`src/rtl/mbi5153_fb_writer.sv`:
```
// Raster pixel stream to triple-section, double-buffered pixel memory writer.
// Swaps banks and requests a frame send once a full frame has been written.
module mbi5153_fb_writer #(
   parameter int IMG_WIDTH_MAX      = 64,
   parameter int IMG_WIDTH_MAX_LOG2 = $clog2(IMG_WIDTH_MAX + 1),
   parameter int NUMBER_OF_LANES    = 3,
   parameter int MEM_ADDR_WIDTH     = $clog2(IMG_WIDTH_MAX * 32)
) (
   input  logic                          CLK,
   input  logic                          RESET,
   input  logic [IMG_WIDTH_MAX_LOG2-1:0] IMG_WIDTH,
   input  logic [4:0]                    SCAN_RATIO,
   input  logic                          PIX_VALID,
   input  logic [23:0]                   PIX_DATA,
   input  logic                          PIX_SOF,
   input  logic                          PIX_EOL,
   output logic                          PIX_READY,
   input  logic                          FRAME_TX_ACTIVE,
   output logic [NUMBER_OF_LANES-1:0]    WR_EN,
   output logic [MEM_ADDR_WIDTH:0]       WR_ADDR,
   output logic [23:0]                   WR_DATA,
   output logic                          BANK_FRONT,
   output logic                          VSYNC_STB,
   output logic                          ERR_LINE,
   output logic                          ERR_FRAME
);

   localparam int XW = IMG_WIDTH_MAX_LOG2;

   typedef enum logic [1:0] {S_IDLE, S_LOAD, S_SWAP} state_t;

   state_t                       r_state;
   logic [XW-1:0]                r_w;
   logic [5:0]                   r_l;
   logic [XW-1:0]                r_x;
   logic [4:0]                   r_row;
   logic [1:0]                   r_sec;
   logic                         r_ready;
   logic [NUMBER_OF_LANES-1:0]   r_wr_en;
   logic [MEM_ADDR_WIDTH:0]      r_wr_addr;
   logic [23:0]                  r_wr_data;
   logic                         r_bank_front;
   logic                         r_vsync;
   logic                         r_err_line;
   logic                         r_err_frame;

   logic                         w_accept;
   logic                         w_sof;
   logic                         w_beat;
   logic                         w_zero_w;
   logic [XW-1:0]                w_cur_w;
   logic [5:0]                   w_cur_l;
   logic [XW-1:0]                w_cur_x;
   logic [4:0]                   w_cur_row;
   logic [1:0]                   w_cur_sec;
   logic                         w_in_range;
   logic                         w_short;
   logic                         w_row_last;
   logic                         w_sec_last;
   logic [MEM_ADDR_WIDTH-1:0]    w_addr;
   logic [NUMBER_OF_LANES-1:0]   w_lane_hot;

   // An accepted SOF restarts addressing, so every beat works on these
   // "current" values rather than the raw registers.
   assign w_accept   = PIX_VALID & r_ready;
   assign w_sof      = w_accept & PIX_SOF;
   assign w_beat     = w_accept & (PIX_SOF | (r_state == S_LOAD));
   assign w_zero_w   = (IMG_WIDTH == '0);
   assign w_cur_w    = w_sof ? IMG_WIDTH : r_w;
   assign w_cur_l    = w_sof ? ({1'b0, SCAN_RATIO} + 6'd1) : r_l;
   assign w_cur_x    = w_sof ? '0 : r_x;
   assign w_cur_row  = w_sof ? '0 : r_row;
   assign w_cur_sec  = w_sof ? '0 : r_sec;
   assign w_in_range = (w_cur_x < w_cur_w);
   assign w_short    = PIX_EOL & (({1'b0, w_cur_x} + (XW+1)'(1)) < {1'b0, w_cur_w});
   assign w_row_last = (({1'b0, w_cur_row} + 6'd1) == w_cur_l);
   assign w_sec_last = (w_cur_sec == 2'(NUMBER_OF_LANES - 1));
   assign w_addr     = MEM_ADDR_WIDTH'(w_cur_row) * MEM_ADDR_WIDTH'(IMG_WIDTH_MAX)
                     + MEM_ADDR_WIDTH'(w_cur_x);
   assign w_lane_hot = NUMBER_OF_LANES'(1) << w_cur_sec;

   always_ff @(posedge CLK) begin
      if (!RESET) begin
         r_state      <= S_IDLE;
         r_w          <= '0;
         r_l          <= '0;
         r_x          <= '0;
         r_row        <= '0;
         r_sec        <= '0;
         r_ready      <= 1'b1;
         r_wr_en      <= '0;
         r_wr_addr    <= '0;
         r_wr_data    <= '0;
         r_bank_front <= 1'b0;
         r_vsync      <= 1'b0;
         r_err_line   <= 1'b0;
         r_err_frame  <= 1'b0;
      end else begin
         // NOTE: these are defaults; a later non-blocking assignment to the
         // same register in this block overrides them for this cycle.
         r_wr_en <= '0;
         r_vsync <= 1'b0;
         case (r_state)
            S_IDLE, S_LOAD: begin
               if (w_beat) begin
                  if (w_sof) begin
                     r_w <= IMG_WIDTH;
                     r_l <= w_cur_l;
                     if (r_state == S_LOAD) r_err_frame <= 1'b1;
                  end
                  if (w_sof && w_zero_w) begin
                     r_err_line <= 1'b1;
                     r_state    <= S_IDLE;
                  end else begin
                     r_state    <= S_LOAD;
                     r_x        <= w_cur_x;
                     r_row      <= w_cur_row;
                     r_sec      <= w_cur_sec;
                     r_err_line <= (r_err_line & ~w_sof) | ~w_in_range | w_short;
                     if (w_in_range) begin
                        r_wr_en   <= w_lane_hot;
                        r_wr_addr <= {~r_bank_front, w_addr};
                        r_wr_data <= PIX_DATA;
                     end
                     if (PIX_EOL) begin
                        r_x <= '0;
                        if (w_row_last) begin
                           r_row <= '0;
                           if (w_sec_last) begin
                              r_state <= S_SWAP;
                              r_ready <= 1'b0;
                           end else begin
                              r_sec <= w_cur_sec + 2'd1;
                           end
                        end else begin
                           r_row <= w_cur_row + 5'd1;
                        end
                     end else if (w_in_range) begin
                        r_x <= w_cur_x + XW'(1);
                     end
                  end
               end
            end
            S_SWAP: begin
               if (!FRAME_TX_ACTIVE) begin
                  r_bank_front <= ~r_bank_front;
                  r_vsync      <= 1'b1;
                  r_ready      <= 1'b1;
                  r_state      <= S_IDLE;
               end
            end
            default: r_state <= S_IDLE;
         endcase
      end
   end

   assign PIX_READY  = r_ready;
   assign WR_EN      = r_wr_en;
   assign WR_ADDR    = r_wr_addr;
   assign WR_DATA    = r_wr_data;
   assign BANK_FRONT = r_bank_front;
   assign VSYNC_STB  = r_vsync;
   assign ERR_LINE   = r_err_line;
   assign ERR_FRAME  = r_err_frame;

endmodule

```
`config.mk`:
```
export PLATFORM = sky130hd
export DESIGN_NAME = mbi5153_fb_writer
export DESIGN_NICKNAME = d
export VERILOG_FILES = /design/src/rtl/mbi5153_fb_writer.sv
export SDC_FILE = /design/constraint.sdc
export NUM_CORES = 1
export LEC_CHECK = 0
export CAP_MARGIN = 20
export CORE_ASPECT_RATIO = 0.6
export CORE_MARGIN = 2
export CORE_UTILIZATION = 45
export CTS_CLUSTER_SIZE = 8
export DETAILED_ROUTE_END_ITERATION = 7
export PLACE_DENSITY = 0.87
export SYNTH_ARGS = -nofsm -noshare
export SYNTH_HDL_FRONTEND = slang
export SYNTH_SLANG_ARGS = --single-unit
```
`constraint.sdc`:
```
create_clock -name CLK -period 3.1 [get_ports CLK]
set_input_delay 0.31 -clock CLK [delete_from_list [all_inputs] [get_ports CLK]]
set_output_delay 0.31 -clock CLK [all_outputs]
set_load 0.005 [all_outputs]
```
# == Word level (Yosys, flattened, before mapping) ==
# Index checks and enable logic that the tools add are counted.
# Widths: inputs -> output; s select.
# totals
out_inout_bits,44
register_bits,73
in_bits,42
# op_classes
magnitude_cmp,2
muxes,28
n_bitwise,16
shifts,1
eq_ne,10
add_sub_neg,7
reduce_logical,15
# ops
op,n
$mux 7,4
$mux 2,10
$mux 5,3
$add 5x1->6 const B,2
$ne 2x2->1 const B,6
$add 11x7->11,1
$add 7x1->8 const B,1
$lt 8x7->1,1
$mux 1,8
$not 1->1,8
$reduce_and 2->1,4
$reduce_and 4->1,2
$add 7x1->7 const B,1
$logic_not 7->1,1
$lt 7x7->1,1
$reduce_and 7->1,1
$eq 6x6->1,1
$mux 6,1
$reduce_and 3->1,2
$add 5x1->5 const B,1
$and 1x1->1,5
$reduce_or 5->1,1
$eq 2x2->1 const B,2
$pmux 2 s2,1
other kinds (9),11

# == Depth between registers and ports, before layout ==
# depth
word_depth,10
mapped_depth,15

# == Least setup slack after synthesis ==
# Ideal clock, no wire load.
# synth_path
kind,register to register
startpoint,"reg r_ready, in the netlist PIX_READY"
endpoint,reg r_x[0]
arrival_time_ps,3153
path_stages_with_launch,13
path_slack_ps,-148
cell_sequence,dfxtp_1 and3_1 buf_2 clkbuf_1 mux2i_1 ha_1 and4_1 a21oi_1 inv_1 or4_1 buf_2 or4_1 o311ai_1
# synth_via
elab_chain_len,6
word_cells_on_any_way,12
cone_classes,add/sub (1); order compare (1); mux (4); bitwise (4); reduce/logical (2)
# synth_rtl
item,line_no,text
from (decl),38,logic r_ready;
from (signal assigned),90,r_ready <= 1'b1;
from (signal assigned),131,r_ready <= 1'b0;
from (signal assigned),148,r_ready <= 1'b1;
$and 1x1->1 *,65,assign w_accept = PIX_VALID & r_ready;
$and 1x1->1,66,assign w_sof = w_accept & PIX_SOF;
"$mux 7, on equally long branches",n/a,
$add 7x1->7 or $lt 7x7->1 (tied branches),"139, 74",
$mux 7,138,end else if (w_in_range) begin
$mux 7,125,if (PIX_EOL) begin
to (signal assigned),116,r_x <= w_cur_x;
to (signal assigned),139,r_x <= w_cur_x + XW'(1);
to (decl),35,logic [XW-1:0] r_x;
# Every way passes the cells marked *; elsewhere a longest branch is shown, timed or not.
# A chain may end at the register's enable or synchronous reset.

# == Worst setup path in the final report ==
# layout_path
startpoint,in PIX_SOF
endpoint,reg r_x[0]
# layout_via
elab_chain_len,5
word_cells_on_any_way,12
cone_classes,add/sub (1); order compare (1); mux (4); bitwise (4); reduce/logical (2)
# layout_rtl
item,line_no,text
from (decl),15,"input logic PIX_SOF,"
$and 1x1->1,66,
"$mux 7, on equally long branches",n/a,
$add 7x1->7 or $lt 7x7->1 (tied branches),"139, 74",
$mux 7,138,
$mux 7,125,
# Several ways; a longest one is shown, not always the timed one.

==> impl_results.md <==
- CORE AREA: 0.00785 sq mm
- Multi-input gate area: 0.00208 sq mm
- Share of cells above drive strength 1: 13.8%
- Reg2reg start: PIX_READY
- Pwr Total: 0.00251 W
- Routed len/inst: 15.7 um
- Power share of the clock group: 44.2%
- N_diodes: 0
- Finish-stage setup viols: 0
- CTS clock-pin slew for the worst setup and hold paths: 0.06 ns
- Final Instance Count excl. Fillers: 660
- Final Cell Area: 0.00523 sq mm
- FF/Latch Area: 0.00146 sq mm
- Setup Skew: 0.00504 ns
- Critical Path Sink: r_x[0]
- Synth area leaders: dfxtp_1 (40%), nand2_1 (7.4%), ha_1 (6.2%), a21oi_1 (6.1%), mux2i_1 (3.6%)
- Reg2reg setup slack: 0.15 ns
- Top FF cell, synth: dfxtp_1
- Max-cap violations: 0
- I/O Pins: 86
- Total Routing Usage GR: 23.9%
- ANT nets after route: 0
- Drc violations: 0
- Clock tree from TritonCTS: done
- Kind of critical path: input port to flop
- Synthesis-to-finish area growth: 43.7%
- Static Leak: 2.05 nW
- Dpl cells: 642
- Skew-Pair Late Insertion Delay: 0.34 ns
- PwrDens: 481 mW/mm^2
- Most frequent cell after synthesis: dfxtp_1
- Post-Syn Instances: 435
- Worst setup startpoint: PIX_SOF
- Largest net degree at the start of global routing: 40
- Post-layout nets: 607
- DP Wirelength: 7490 um
- Die H: 73.6 um
- Area after DPL: 0.00484 sq mm
- RePlAce Congestion: 0.914
- GR Overflow Total: 0
- Clock root cell: clkbuf_16
- Post-synth top area share: 40.2%
- Netlist Area Pre-Place: 0.00364 sq mm
- TritonCTS Buffers: 9
- H-tree levels: 3
- Drt first pass iters: 5
- Num rows: 25
- Synth area leader: dfxtp_1
- Die W: 120 um
- Longest Clk Path Bufs: 2
- Slew headroom: 53.9%
- DR iter-0 viols: 298
- Vias in the first global route: 3,509
- Crit path capture type: flop
- Switch share: 24.9%
- P_sw: 0.000625 W
- Synth unique cells: 53
- Fin. Hold Viols: 0
- Die area: 0.00884 sq mm
- Least-Margin Pin Slew: 0.689 ns
- First-pass GRT wire length: 16,600 um
- Sequential Power Share: 40.0%
- Synth Net Count: 495
- Hold Crit Class: flop to flop
- Startpoint types: input port
- Mean post-synth cell area: 8.36 sq um
- CP Max Fanout: 6
- Ys async rst share: 0%
- EDFF count, synth: 0
- FF+latch count, synth: 73
- Worst reg2reg path depth: 9
- CP Data Required Time: 3.34 ns
- Worst r2r dst: r_x[0]
- Post-DR vias/cell: 5.41
- Worst vdd ir: 0.325 mV
- Max Fclk: 331 MHz
- Worst Setup Slack, final: 0.0825 ns
- # hold bufs at CTS: 0
- Int Pwr: 0.00189 W
- Overall routed net length: 10,400 um
- Initial antenna violation count: 0
- Worst slack, placed: -0.426 ns
- Final Cycle Share: 97.3%
- Fillcell total: 639
- Combinational share of power: 15.8%
- Vias: 3,572
- WP data arrival: 3.26 ns
- Port Buffers: 85
- Sink Count: 73
- Synth top cells by count: dfxtp_1 (73), nand2_1 (72), a21oi_1 (44)
- Seq/Total Area, Yosys: 40.2%
- Effective utilization at floorplan: 46.3%
- Ys Warns: 0
- Crit path time final: 3.02 ns
- Status: finished clean
- Max Slew Vio Count: 0
what timing repair did:
item                                    CTS  global route
pin swaps                                 1             1
buffers inserted                          2             0
endpoints found under the setup margin    8            33
resized for setup                         2             7
sequential cells by signal, summed over array words and instances (netlist names), 2 cells and up:
| signal | count |
|---|---|
| WR_ADDR | 12 |
| WR_DATA | 24 |
| WR_EN | 3 |
| r_l | 6 |
| r_row | 5 |
| r_sec | 2 |
| r_state | 2 |
| r_w | 7 |
| r_x | 7 |
metrics by stage:
stage          TNS [ns]  util (%)  hold WS (ns)
2_1_floorplan         0         -         0.387
3_3_place_gp     -10.75      61.7         0.438
3_5_place_dp     -16.23      61.7         0.446
4_1_cts               0      66.0         0.455
5_1_grt         -0.0285      66.5         0.475
6_report              0      66.5         0.451
layout make-up:
class / count / share of cell area (%)
clock buffer: 9 / 4.31
clock inverter: 7 / 1.82
inverter: 8 / 0.575
multi-input combinational: 326 / 39.9
sequential: 73 / 28.0
tap: 108 / 2.59
timing repair buffer: 129 / 22.8
how the worst min path moves through the flow:
stage | slack, ns | cells past startpoint | to | start
after floorplan | 0.39 | 1 | VSYNC_STB | FRAME_TX_ACTIVE
after global placement | 0.44 | 2 | WR_ADDR[10] | WR_ADDR[10]
after detailed placement | 0.45 | 2 | WR_DATA[6] | WR_DATA[6]
after CTS | 0.45 | 2 | WR_DATA[6] | WR_DATA[6]
after global routing | 0.48 | 2 | WR_DATA[20] | WR_DATA[20]
final | 0.45 | 2 | WR_ADDR[10] | WR_ADDR[10]
power groups by stage:
stage                     clock network (W)  registers (W)  logic [W]
after floorplan                           0        0.00102   0.000185
after global placement                    0        0.00102   0.000369
after detailed placement                  0        0.00102   0.000381
after CTS                           0.00112        0.00100   0.000388
after global routing                0.00117        0.00101   0.000433
final                               0.00111        0.00101   0.000398
worst max-delay path, stage by stage:
cell and delay [ns]:
clkdlybuf4s50_1 0.53, and3_4 0.28, mux2i_2 0.26, ha_1 0.27, and4_1 0.21, a21oi_1 0.15, inv_1 0.06, or4_1 0.62
or4_1 0.45, o311ai_1 0.10
cells in the final DEF (no fill, tap or decap), types with 11 or more instances in the layout:
cell type,n
nand3_1,14
dfxtp_1,73
nor2_1,34
o21ai_0,12
ha_1,17
clkdlybuf4s50_1,85
nand2_1,72
xnor2_1,14
buf_4,43
mux2i_1,11
a211oi_1,11
a21oi_1,44
layer usage:
layer / track usage [%] / vias to the layer above / routed length (um)
li1: - / 1761 / -
met1: 29.8 / 1675 / 4670
met2: 39.1 / 127 / 4780
met3: 8.39 / 9 / 835
met4: 8.10 / 0 / 98
met5: 0 / - / 0
cells by family after synthesis:
group / share of synthesized area, %
AO/OA/AOI/OAI: 17.5
XOR/XNOR: 5.47
adder cells (fa/ha/maj): 6.19
buffers and inverters: 3.92
flip-flops: 40.2
multiplexers: 3.58
AND/OR/NAND/NOR: 23.2
Note: power is estimated with default switching activity, not from simulation.
